File: src/rtl/crc_pkg.sv
// Shared definitions for the CRC-32 frame checker: FSM state encoding,
// reflected CRC-32 polynomial, the good-frame residue and a byte-table helper.
package crc_pkg;

   // IDLE: no byte of the current frame seen; FILL: 1..3 bytes; STREAM: 4 or more.
   typedef enum logic [1:0] {
      IDLE   = 2'd0,
      FILL   = 2'd1,
      STREAM = 2'd2
   } state_e;

   localparam logic [31:0] CRC32_POLY            = 32'hEDB88320;
   localparam logic [31:0] CRC32_DEFAULT_RESIDUE = 32'hDEBB20E3;

   // Table entry for one index byte of the LSB-first CRC-32.
   // Evaluates to constant logic per index bit pattern.
   function automatic logic [31:0] crc32_table(input logic [7:0] idx);
      logic [31:0] c;
      c = {24'h000000, idx};
      for (int b = 0; b < 8; b++) begin
         c = c[0] ? ((c >> 1) ^ CRC32_POLY) : (c >> 1);
      end
      return c;
   endfunction

endpackage

File: src/rtl/crc32_byte_update.sv
// One-byte step of the reflected CRC-32 register (purely combinational).
module crc32_byte_update
   import crc_pkg::*;
(
   input  logic [31:0] crc_i,
   input  logic [7:0]  byte_i,
   output logic [31:0] crc_o
);

   // Fold the byte into the low bits, shift out one byte, XOR in table entry.
   assign crc_o = (crc_i >> 8) ^ crc32_table(crc_i[7:0] ^ byte_i);

endmodule

File: config.mk
export PLATFORM = sky130hd
export DESIGN_NAME = crc32_byte_update
export DESIGN_NICKNAME = d
export VERILOG_FILES = /design/src/rtl/crc_pkg.sv /design/src/rtl/crc32_byte_update.sv
export SDC_FILE = /design/constraint.sdc
export NUM_CORES = 1
export LEC_CHECK = 0
export CORE_ASPECT_RATIO = 1.1
export CORE_MARGIN = 3
export CORE_UTILIZATION = 28
export DETAILED_ROUTE_END_ITERATION = 8
export GPL_TIMING_DRIVEN = 1
export PLACE_DENSITY = 0.8
export SLEW_MARGIN = 25
export SYNTH_ARGS = -nofsm -noshare
export SYNTH_HDL_FRONTEND = slang
export SYNTH_SLANG_ARGS = --single-unit
File: constraint.sdc
create_clock -name vclk -period 2.4
set_input_delay 0.48 -clock vclk [all_inputs]
set_output_delay 0.48 -clock vclk [all_outputs]
set_load 0.01 [all_outputs]
### Word level (Yosys, flattened, before mapping)

Cells that the tools add are included.
W data, S select, Z words.

| word-level totals | value |
|---|---|
| register bits after elaboration | 0 |
| input bits | 40 |
| output and inout bits | 32 |
| logic and storage cells | 18 |

| operators by class | value |
|---|---|
| mux-type cells | 8 |
| bitwise logic cells | 10 |

Operator list:

| kind | number |
|---|---|
| $mux W32 | 8 |
| $not A13 Y14 | 7 |
| $xor A24 B32 Y32 | 1 |
| $not A1 Y14 | 1 |
| $xor A8 B8 Y8 | 1 |

### Longest topological paths before layout

| logic depth | value |
|---|---|
| depth in word-level cells | 18 |
| mapped depth | 4 |
| mapped depth without buffers | 4 |

### Worst setup path before layout

No wires, ideal clock.

| timing | value |
|---|---|
| path kind | input to output |
| start | input byte_i[3] |
| end | output crc_o[22] |
| arrival time | 1.993 ns |
| required time | 1.920 ns |
| path slack | -0.073 ns |
| stages | 4 |
| path buffers | 0 |
| cells stage by stage | xnor2_1 > xor3_4 > xnor2_1 > xnor2_1 |

| between the ends | value |
|---|---|
| cells in the longest elaborated chain, start to end | 12 |

Ends and longest elaborated chain:

| item | line | text |
|---|---|---|
| start: declaration | crc32_byte_update.sv:6 | `input logic [7:0] byte_i,` |
| $xor A8 B8 Y8 (*) | crc32_byte_update.sv:11 | `assign crc_o = (crc_i >> 8) ^ crc32_table(crc_i[7:0] ^ byte_i);` |
| $mux W32 (*) (5 in series) | crc_pkg.sv:21 | `c = c[0] ? ((c >> 1) ^ CRC32_POLY) : (c >> 1);` |
| $not A13 Y14 (no line) | -- |  |
| $mux W32 (*) | crc_pkg.sv:21 |  |
| $not A13 Y14 (no line) | -- |  |
| $mux W32 (*) (2 in series) | crc_pkg.sv:21 |  |
| $xor A24 B32 Y32 (*) | crc32_byte_update.sv:11 |  |
| end: declaration | crc32_byte_update.sv:7 | `output logic [31:0] crc_o` |

Mark *: on every way between the ends. The rest lies on a longest branch, timed or not.

### Worst setup path in the final report

| timing | value |
|---|---|
| start | input byte_i[1] |
| end | output crc_o[20] |

| between the ends | value |
|---|---|
| cells in the longest elaborated chain, start to end | 14 |

Ends and longest elaborated chain:

| item | line |
|---|---|
| $xor A8 B8 Y8 (*) | crc32_byte_update.sv:11 |
| $mux W32 (*) (3 in series) | crc_pkg.sv:21 |
| $not A13 Y14 (no line) | -- |
| $mux W32 (*) | crc_pkg.sv:21 |
| $not A13 Y14 (no line) | -- |
| $mux W32 (*) (2 in series) | crc_pkg.sv:21 |
| $not A13 Y14 (no line) | -- |
| $mux W32 (*) | crc_pkg.sv:21 |
| $not A13 Y14 (no line) | -- |
| $mux W32 (*) | crc_pkg.sv:21 |
| $xor A24 B32 Y32 (*) | crc32_byte_update.sv:11 |

Marked as above.

==> results.py <==
metrics = {
    "detailed_routing": {
        "vias": 939,
        "routed_wl_mm": 3.49,
        "drc": 0,
        "detail_route.first_pass.iterations": 2,
        "ant_nets": 0,
        "first_iter_violations": 9,
        "avgViaCountPerCell": 4.31,
        "detailed_route_wire_length_per_cell_um": 16.0,
    },
    "global_routing": {
        "grt.overflow.total": 0,
        "grtUsageTotal": 0.193,
        "number_of_global_route_vias_before_repair": 1020,
        "pin_count_of_the_biggest_net_entering_global_routing": 5,
        "number_of_antenna_violations_at_the_first_check_in_global_routing": 0,
        "first_pass_grt_wire_length_mm": 4.68,
    },
    "finish": {
        "proportion_of_layout_cells_with_a_drive_suffix_above_1": 0.532,
        "n_sequential_cell": 0,
        "area_delta_synth_final_pct": 172,
        "antennaDiodeCount": 0,
        "seqCellArea_um2": 0,
        "finalNetCount": 230,
        "clockBufferCount": 0,
    },
    "sta": {
        "unrepaired_setup_endpoints_after_global_routing": "true",
        "post-route-period-util": 1.02,
        "fmax_ghz": 0.410,
        "pin_slew_with_the_least_headroom_to_its_limit_ns": 0.230,
        "final_period_minus_worst_setup_slack_ns": 2.44,
        "hold_viol_final": 0,
        "slew_viol_final": 0,
        "worst_slack_ns": -0.0402,
        "setup_failing_eps_final": 3,
        "slew-limit-headroom": 0.846,
        "timing.hold.ws_ns": 1.64,
    },
    "status": {
        "violations": "setup timing",
        "run_status": "finished with violations",
    },
    "yosys": {
        "syn_area_per_cell_um2": 10.5,
        "synth_cell_type_count": 8,
        "synthesis.yosys.warnings": 0,
        "synth_top_area_share": 0.593,
        "synth.net_count": 110,
        "netlist_area_before_placement_um2": 738,
        "syn-instance-count": 70,
        "yosys.cell_count.top_type": "xnor2_1",
        "post-synth-top-area-cell": "xnor2_1",
        "seq_area_frac_synth": 0,
        "synth_top_cells_by_count": "xnor2_1 (50), xor2_1 (11), xnor2_2 (2), xnor2_4 (2), xnor3_1 (2)",
        "synthTopCellsByArea": "xnor2_1 (59%), xor2_1 (13%), xnor2_4 (7.5%), xnor3_1 (6.1%), xnor2_2 (4.4%)",
    },
    "setup_path": {
        "critical_path.most_common_cell": "buf_6",
        "endpoint_kind": "output port",
        "timing.critical_path.from_type": "input pin",
        "cp_delay_by_family_top": "XOR/XNOR gates",
        "crit_path_largest_cell_delay_ns": 0.48,
        "timing.setup.critical_path_class": "in -> out",
        "data_arrival_critical_path_ns": 1.96,
        "timing.critical_path.buf_inv": 4,
        "critPathMaxFanout": 2,
        "critical_path.slowest_cell": "xnor3_1",
        "worst-endpoint-required_ns": 1.92,
        "path_cells": "buf_8 -> xnor2_4 -> buf_6 -> xor2_4 -> xnor3_1 -> buf_6 -> xnor2_2 -> buf_2",
    },
    "placement": {
        "io_buffers": 72,
        "routabilityCongestion": 0.633,
        "place.detailed.hpwl_mm": 2.09,
    },
    "hold_path": {
        "min-delay-path-class": "in -> out",
        "whs_endpoint": "crc_o[22]",
        "worst_hold_path.num_cells": 3,
        "hold_start": "crc_i[30]",
    },
    "die": {
        "fp_rows": 18,
        "fp.dieW_um": 55.0,
        "core-area_mm2": 0.00236,
        "initial_utilization": 0.312,
        "io_pins": 72,
        "dieArea_mm2": 0.00329,
        "fp.dieH_um": 59.9,
    },
    "job": {
        "max_cap_viol_count": 0,
    },
    "pwr": {
        "cellLeakagePower_nw": 0.885,
        "power.total_mw": 1.40,
        "power.ir.vdd_worst_uv": 603,
        "power.density_cell_area_mw_per_mm2": 699,
    },
    "clocking": {
        "cts.hold.buffers_added": 0,
    },
}
-- how the worst max path moves through the flow --
stage               from         to  cells past startpoint
3_3_place_gp   byte_i[3]  crc_o[22]                      6
4_1_cts         crc_i[1]  crc_o[23]                      8
5_1_grt        byte_i[1]  crc_o[20]                      8
3_5_place_dp   byte_i[3]  crc_o[19]                      6
6_report       byte_i[1]  crc_o[20]                      8
2_1_floorplan  byte_i[4]  crc_o[20]                      4
-- final cells by class --
cell class,instances,area [um2]
fill,122,358
multi-input combinational,70,972
tap,30,37.5
timing repair buffer,118,997
-- through the flow --
step	util	TNS (ns)	setup slack, ns	instances	instance area (um2)
after floorplan	-	0	0.0615	70	746
after global placement	0.722	-16.74	-0.715	199	1710
after detailed placement	0.722	-17.61	-0.773	199	1710
after CTS	0.812	0	0.00669	216	1920
after global routing	0.849	-0.363	-0.0939	218	2010
final	0.849	-0.0564	-0.0402	218	2010
-- tightest hold or removal path: stages --
cell and delay [ns]:
clkdlybuf4s50_1 0.48, xnor2_1 0.07, buf_2 0.14
-- layout by cell type (no fill, tap or decap), drive strengths merged --
cell            n
xor3            1
clkdlybuf4s50  29
dlygate4sd2    11
xnor3           2
buf            71
xnor2          54
clkbuf          5
clkdlybuf4s15   2
xor2           13
-- logic make-up after synthesis --
family    count (synthesis)  share of synthesized area
XOR/XNOR                 70                       1.00
-- per-layer routing --
layer | GRT usage | up-vias | share of wire
li1 | - | 447 | -
met1 | 0.198 | 435 | 0.32
met4 | 0.0104 | 0 | 0.018
met3 | 0.0200 | 6 | 0.067
met2 | 0.410 | 51 | 0.59
met5 | 0 | - | 0
-- where the power goes --
group / switching (mW) / internal (mW)
clock network: 0 / 0
registers: 0 / 0
logic: 0.605 / 0.798
total: 0.605 / 0.798
-- timing repair --
item / 4_1_cts / 5_1_grt
gates cloned: 0 / 0
pin swaps: 19 / 11
setup endpoints to repair: 32 / 16
resized for setup: 145 / 35
buffers inserted: 17 / 3
Note: power is estimated with default switching activity, not from simulation.
